===== src/rtl/cpu_pkg.sv =====
// Shared CPU-side definitions: word width, arbiter state encodings and
// cacheStall bit positions.
package cpu_pkg;

  localparam int WORD_SIZE = 16;

  typedef enum logic [1:0] {
    ARB_IDLE   = 2'd0,
    ARB_BUSY_I = 2'd1,
    ARB_BUSY_D = 2'd2
  } arb_state_e;

  localparam int STALL_I = 0;
  localparam int STALL_D = 1;

endpackage


===== src/rtl/arb_skip_counter.sv =====
// Saturating up-counter with synchronous clear; at_max flags the saturation value.
// Clear wins over increment.
module arb_skip_counter #(
  parameter int W   = 3,
  parameter int MAX = 4
) (
  input  logic         clk,
  input  logic         rst_n,
  input  logic         inc,
  input  logic         clr,
  output logic [W-1:0] cnt,
  output logic         at_max
);

  localparam logic [W-1:0] MAX_V = W'(MAX);

  logic [W-1:0] cnt_q, cnt_d;

  always_comb begin
    cnt_d = cnt_q;
    if (clr)
      cnt_d = '0;
    else if (inc && !at_max)
      cnt_d = cnt_q + 1'b1;
  end

  always_ff @(posedge clk or negedge rst_n) begin
    if (!rst_n) cnt_q <= '0;
    else        cnt_q <= cnt_d;
  end

  assign cnt    = cnt_q;
  assign at_max = (cnt_q == MAX_V);

endmodule


===== src/rtl/mem_arbiter.sv =====
// Arbitrates one unified memory port between instruction fetch and data access.
// Data has priority; the skip counter forces an I grant after MAX_SKIP I-losses.
//
// state      | meaning
// ARB_IDLE   | no transaction, arbitrate eligible requests
// ARB_BUSY_I | instruction read strobed, waiting for m_ack
// ARB_BUSY_D | data read/write strobed, waiting for m_ack
module mem_arbiter #(
  parameter int WORD_SIZE = cpu_pkg::WORD_SIZE,
  parameter int MAX_SKIP  = 4,
  parameter int SKIP_W    = 3
) (
  input  logic                 Clk,
  input  logic                 Reset_N,
  input  logic                 i_req,
  input  logic [WORD_SIZE-1:0] i_addr,
  output logic [WORD_SIZE-1:0] i_rdata,
  output logic                 i_valid,
  input  logic                 d_req,
  input  logic                 d_we,
  input  logic [WORD_SIZE-1:0] d_addr,
  input  logic [WORD_SIZE-1:0] d_wdata,
  output logic [WORD_SIZE-1:0] d_rdata,
  output logic                 d_valid,
  output logic [1:0]           cacheStall,
  output logic                 m_readM,
  output logic                 m_writeM,
  output logic [WORD_SIZE-1:0] m_address,
  output logic [WORD_SIZE-1:0] m_wdata,
  input  logic [WORD_SIZE-1:0] m_rdata,
  input  logic                 m_ack
);

  cpu_pkg::arb_state_e state_q, state_d;

  logic                 m_read_q, m_read_d;
  logic                 m_write_q, m_write_d;
  logic [WORD_SIZE-1:0] addr_q, addr_d;
  logic [WORD_SIZE-1:0] wdata_q, wdata_d;
  logic [WORD_SIZE-1:0] i_rdata_q, i_rdata_d;
  logic [WORD_SIZE-1:0] d_rdata_q, d_rdata_d;
  logic                 i_valid_q, i_valid_d;
  logic                 d_valid_q, d_valid_d;

  logic              skip_inc, skip_clr, skip_at_max;
  logic [SKIP_W-1:0] skip_cnt;

  // A request still held during its own completion cycle must not be re-granted.
  logic i_elig, d_elig;
  assign i_elig = i_req & ~i_valid_q;
  assign d_elig = d_req & ~d_valid_q;

  arb_skip_counter #(.W(SKIP_W), .MAX(MAX_SKIP)) u_skip (
    .clk    (Clk),
    .rst_n  (Reset_N),
    .inc    (skip_inc),
    .clr    (skip_clr),
    .cnt    (skip_cnt),
    .at_max (skip_at_max)
  );

  always_comb begin
    state_d   = state_q;
    m_read_d  = m_read_q;
    m_write_d = m_write_q;
    addr_d    = addr_q;
    wdata_d   = wdata_q;
    i_rdata_d = i_rdata_q;
    d_rdata_d = d_rdata_q;
    i_valid_d = 1'b0;
    d_valid_d = 1'b0;
    skip_inc  = 1'b0;
    skip_clr  = 1'b0;
    case (state_q)
      cpu_pkg::ARB_IDLE: begin
        if (d_elig && (!i_elig || !skip_at_max)) begin
          state_d   = cpu_pkg::ARB_BUSY_D;
          addr_d    = d_addr;
          wdata_d   = d_wdata;
          m_read_d  = ~d_we;
          m_write_d = d_we;
          skip_inc  = i_elig;
        end else if (i_elig) begin
          state_d   = cpu_pkg::ARB_BUSY_I;
          addr_d    = i_addr;
          m_read_d  = 1'b1;
          m_write_d = 1'b0;
          skip_clr  = 1'b1;
        end
      end
      cpu_pkg::ARB_BUSY_I: begin
        if (m_ack) begin
          state_d   = cpu_pkg::ARB_IDLE;
          m_read_d  = 1'b0;
          i_rdata_d = m_rdata;
          i_valid_d = 1'b1;
        end
      end
      cpu_pkg::ARB_BUSY_D: begin
        if (m_ack) begin
          state_d   = cpu_pkg::ARB_IDLE;
          m_read_d  = 1'b0;
          m_write_d = 1'b0;
          if (m_read_q) d_rdata_d = m_rdata;
          d_valid_d = 1'b1;
        end
      end
      default: state_d = cpu_pkg::ARB_IDLE;
    endcase
  end

  always_ff @(posedge Clk or negedge Reset_N) begin
    if (!Reset_N) begin
      state_q   <= cpu_pkg::ARB_IDLE;
      m_read_q  <= 1'b0;
      m_write_q <= 1'b0;
      addr_q    <= '0;
      wdata_q   <= '0;
      i_rdata_q <= '0;
      d_rdata_q <= '0;
      i_valid_q <= 1'b0;
      d_valid_q <= 1'b0;
    end else begin
      state_q   <= state_d;
      m_read_q  <= m_read_d;
      m_write_q <= m_write_d;
      addr_q    <= addr_d;
      wdata_q   <= wdata_d;
      i_rdata_q <= i_rdata_d;
      d_rdata_q <= d_rdata_d;
      i_valid_q <= i_valid_d;
      d_valid_q <= d_valid_d;
    end
  end

  assign i_rdata   = i_rdata_q;
  assign d_rdata   = d_rdata_q;
  assign i_valid   = i_valid_q;
  assign d_valid   = d_valid_q;
  assign m_readM   = m_read_q;
  assign m_writeM  = m_write_q;
  assign m_address = addr_q;
  assign m_wdata   = wdata_q;

  // Gated by reset so every output reads 0 while Reset_N is low.
  assign cacheStall[cpu_pkg::STALL_I] = Reset_N & i_req & ~i_valid_q;
  assign cacheStall[cpu_pkg::STALL_D] = Reset_N & d_req & ~d_valid_q;

endmodule

===== config.mk =====
export PLATFORM = sky130hd
export DESIGN_NAME = mem_arbiter
export DESIGN_NICKNAME = d
export VERILOG_FILES = /design/src/rtl/cpu_pkg.sv /design/src/rtl/arb_skip_counter.sv /design/src/rtl/mem_arbiter.sv
export SDC_FILE = /design/constraint.sdc
export NUM_CORES = 1
export LEC_CHECK = 0
export CAP_MARGIN = 20
export CELL_PAD_IN_SITES_DETAIL_PLACEMENT = 1
export CELL_PAD_IN_SITES_GLOBAL_PLACEMENT = 1
export CORE_AREA = 2 2 108 110
export CTS_CLUSTER_SIZE = 8
export DETAILED_ROUTE_END_ITERATION = 6
export DIE_AREA = 0 0 110 112
export HOLD_SLACK_MARGIN = 0.05
export PLACE_DENSITY = 0.72
export RECOVER_POWER = 100
export SLEW_MARGIN = 20
export SYNTH_ARGS = -nofsm -noshare
export SYNTH_HDL_FRONTEND = slang
export SYNTH_SLANG_ARGS = --single-unit

===== constraint.sdc =====
create_clock -name Clk -period 4.1 [get_ports Clk]
set_input_delay 0.615 -clock Clk [delete_from_list [all_inputs] [get_ports Clk]]
set_output_delay 0.615 -clock Clk [all_outputs]
set_load 0.02 [all_outputs]

# Word level (Yosys, flattened, before mapping)
# Cells that the tools add are included.
# word_totals
register_bits	73
output_inout_bits	70
# op_classes
addsub	1
eq_ne	6
muxes	23
bitwise	9
reduce_logical	18
# op_table
op	count
16-bit 2-to-1 mux	2
1-bit 2-to-1 mux	13
3-bit AND reduction	3
2-bit AND reduction	4
2-bit nonzero test	4
1-bit bitwise AND	6
2-bit 2-to-1 mux	3
3-bit 2-to-1 mux	2
1-bit one-hot mux with 2 select lines	2
2-bit one-hot mux with 2 select lines	1
3-bit by 1-bit adder with 3-bit output (second input constant)	1
3-bit equality test (second input constant)	1
3-bit != test (second input constant)	1
1-bit NOT	3
2-bit by 1-bit equality test with 1-bit output (second input constant)	1
2-bit equality test (second input constant)	1
1-bit logical AND	2
1-bit logical NOT	2
2-bit logical NOT	1
2-bit by 1-bit != test with 1-bit output (second input constant)	1
2-bit != test (second input constant)	1
2-bit OR reduction	1
1-bit logical OR	1

# Longest topological paths before layout
# depth
depth_word	10
mapped_depth	7
mapped_depth_nobuf	5

# Cells and area by module
# Synthesis repeated with hierarchy kept, for this count alone.
# unflattened
hier_cells	273
area_unflattened_um2	3432.0
# by_module_without_submodules
module	instances	cells_each	area_per_inst_um2	seq_area_each_um2
mem_arbiter	1	255	3234.4	1751.7
arb_skip_counter	1	18	197.7	75.1

# Worst setup path after synthesis
# OpenSTA, ideal clock, no wires.
# synth_timing
path_type	flip-flop to output port
start	reg d_valid_q (netlist: d_valid)
end	out cacheStall[1]
arrival_ps	1181
path_slack_ps	2304
path_stages_with_launch	4
n_path_buf	1
path_cell_list	dfrtp_1 > nand2b_1 > clkbuf_1 > nor2_1
# synth_via
elab_chain_len	2
# synth_rtl
item	line	rtl
from (decl)	mem_arbiter.sv:43	logic d_valid_q, d_valid_d;
from (signal assigned)	mem_arbiter.sv:132	d_valid_q <= d_valid_d;
1-bit NOT	mem_arbiter.sv:147	assign cacheStall[cpu_pkg::STALL_D] = Reset_N & d_req & ~d_valid_q;
1-bit bitwise AND	mem_arbiter.sv:147	
to (decl)	mem_arbiter.sv:25	output logic [1:0] cacheStall,
# No other way between the ends.

# Worst setup path after layout
# layout_timing
start	in d_req
end	out cacheStall[1]
# layout_via
elab_chain_len	2
# layout_rtl
item	line	rtl
from (decl)	mem_arbiter.sv:19	input logic d_req,
1-bit bitwise AND (2 in series)	mem_arbiter.sv:147	
# No other way between the ends.

==> impl_results.md <==
- Routability congestion estimate: about 0.79
- Met2 WL: between 4 and 5 mm
- ANT cells: 0
- Clock power frac: between 20% and 30%
- Synth area leader: dfrtp_1
- Slew Viols, Final: roughly 110
- Post-CTS Setup Inserts: 0
- Largest net degree at the start of global routing: 66
- Seq pwr share: ~31%
- Most common cell after layout, fill and taps aside: dfrtp_1
- Vias in the first global route: 3,109
- DRC Markers: 0
- Final TNS setup: 0 ns
- Post-synthesis net count: ~350
- Relative slew slack: -8.98%
- Hold-fix buffers at CTS: 0
- Clock Skew: ~0.0033 ns
- Met3 wire length: approximately 950 um
- P_leak: 2.27 nW
- Period minus WS final: between 3 and 4 ns
- Initial core utilization: between 30% and 40%
- CTS root buffer: clkbuf_16
- Final WL: slightly above 10 mm
- Max frequency: between 0.3 and 0.4 GHz
- Core ar.: roughly 11,000 um2
- Die height: roughly 110 um
- CTS tree: done
- CP endpoint kind: output pin
- Routed met1 length: between 4 and 5 mm
- Switching Power: 1.55 mW
- Mapped Cells: 270
- Skew-Pair Late Insertion Delay: roughly 0.33 ns
- TritonCTS Buffers: 9
- Worst EP arrival: between 2 and 3 ns
- Placed Area: around 5000 um2
- Synth area leaders: dfrtp_1 (54%), mux2_2 (13%), a221oi_1 (4.1%)
- Hold crit path type: in2async
- Startpoint types: input pin
- Global-route wire length before repair: around 16 mm
- P_int: around 2.6 mW
- GRT Residual Overflow: 0
- I/O Pins: between 100 and 150
- Final-report hold violation count: 0
- Share of post-route cells with drive strength above 1: 14.6%
- Nets: around 480
- Post-Syn Area per Cell: 12.6 um2
- RSZ-0062 raised after global routing: false
- Worst VDD drop: between 0.0004 and 0.0005 V
- GRT Overall Usage: 17.3%
- Clock Pin Slew Worst Setup and Hold Paths: 0.06 ns
- Max Cap Viol: 2
- Die X: between 100 and 150 um
- Synth warnings: 0
- Wire per inst: between 15 and 20 um
- Post-synthesis instance area: 3410 um2
- Synthesized flop and latch total: 73
- Post-cts sizing count: 0
- Maximum root-to-sink buffer count: 2
- Outcome: finished, violations left
- Synthesis-to-finish area growth: 52.6%
- Commonest non-fill, non-tap cells in the layout: dfrtp_1 (73), dlygate4sd3_1 (71), clkdlybuf4s50_1 (67), mux2_2 (39), inv_1 (24)
- Total number of vias: between 2k and 3k
- Top Metal Used: met5
- Slew at the pin with the worst max-slew slack: between 1.5 and 2 ns
- # rows: 39
- Total power: around 4.2 mW
- Share of the synthesized area in the top cell type: between 50% and 60%
- Die area: ~12,000 um2
- P per Cell Area: 804 nW/um2
- Post-DP HPWL: slightly below 7 mm
- Worst setup path category: in2out
- Violated checks: max-capacitance violations, max-slew violations
- CTS HTree Levels: 3
- Logic pwr share: between 40 and 50%
- Design area: 5200 um2
- Routed Antenna Nets: 0
- Drt pass-1 iters: 4
- Vias per cell: around 5
- Total clock sinks: 73
- WP data required: about 3.5 ns
- Cell variety after synth: 38
- Initial antenna violation count: 1
- CP max FO: 19
- Post-synthesis sequential area ratio: between 50% and 60%
- Detailed Route Iter0 Violations: 37
- Final setup vio count: 0
- Sw Ratio: between 30 and 40%
- I/O Buffers: ~140
- Final Cycle Share: 79.3%
## sequential cells by signal, summed over array words and instances, names as in the netlist
signal	flops
d_rdata	16
d_valid	1
i_rdata	16
i_valid	1
m_address	16
m_readM	1
m_wdata	16
m_writeM	1
state_q	2
u_skip.cnt	3
## cell usage after synthesis, drive strengths merged
| library cell | n |
|---|---|
| dfrtp | 73 |
| mux2 | 48 |
| inv | 24 |
| o21ai | 19 |
| a221oi | 16 |
| a22oi | 16 |
| and3b | 16 |
| buf | 9 |
| clkbuf | 8 |
| ha | 5 |
| nand2 | 5 |
| nor2 | 5 |
| nor2b | 3 |
| a31oi | 2 |
| nand2b | 2 |
| nand3 | 2 |
| nand4b | 2 |
| o32ai | 2 |
| a21boi | 1 |
| a21o | 1 |
| a32oi | 1 |
| and2 | 1 |
| and2b | 1 |
| and4b | 1 |
| mux2i | 1 |
| nand3b | 1 |
| nand4 | 1 |
| nor4 | 1 |
| o22ai | 1 |
| o311ai | 1 |
| o41ai | 1 |
## cells by family after synthesis
kind of cell / synth area share, %
buf+inv: 5.18
simple gates: 9.18
flops: 53.6
mux: 17.2
compound gates: 13.0
fa+ha+maj: 1.84
## worst paths after layout
path	startpoint	depth (start not counted)	slack [ns]	to
max	d_req	5	0.85	cacheStall[1]
min	Reset_N	1	0.25	i_rdata[11]
max reg2reg	d_valid	4	1.40	m_address[11]
min reg2reg	m_wdata[7]	1	0.49	m_wdata[7]
max in group asynchronous	Reset_N	2	1.86	m_address[4]
min in group Clk	m_wdata[7]	1	0.49	m_wdata[7]
## power by group through the flow
stage | combinational, mW | clock, mW | sequential (mW)
2_1_floorplan | 0.822 | 0 | 1.69
3_3_place_gp | 2.14 | 0 | 1.28
3_5_place_dp | 2.18 | 0 | 1.30
4_1_cts | 2.20 | 0.933 | 1.30
5_1_grt | 2.15 | 0.969 | 1.33
6_report | 1.99 | 0.914 | 1.28
## cell type report
| class | count | area, um2 |
|---|---|---|
| Clock buffer | 11 | 243 |
| Clock inverter | 5 | 103 |
| Fill cell | 1179 | 5980 |
| Inverter | 24 | 90.1 |
| Multi-Input combinational cell | 156 | 1350 |
| Sequential cell | 73 | 1830 |
| Tap cell | 143 | 179 |
| Timing Repair Buffer | 143 | 1410 |
## worst max-delay path, cell delays in order
cell and delay (ns):
clkdlybuf4s50_1 0.46, clkbuf_1 0.53, nand2b_1 0.21, nor2_1 0.12, dlygate4sd3_1 0.69
## layer usage
| layer | global-route usage, % | up-vias |
|---|---|---|
| met4 | 6.24 | 2 |
| met5 | 0 | - |
| met3 | 7.03 | 16 |
| li1 | - | 1260 |
| met1 | 19.9 | 1363 |
| met2 | 28.5 | 96 |
## through the flow
| stage | setup slack (ns) | hold WS, ns | utilization (%) | cells |
|---|---|---|---|---|
| floorplan | 2.30 | 0.319 | - | 270 |
| global placement | 1.27 | 0.452 | 44.0 | 539 |
| detailed placement | 1.25 | 0.456 | 44.0 | 539 |
| CTS | 1.24 | 0.0970 | 47.1 | 555 |
| global route | 0.738 | 0.292 | 46.5 | 555 |
| finish | 0.847 | 0.255 | 46.5 | 555 |
Note: power is estimated with default switching activity, not from simulation.
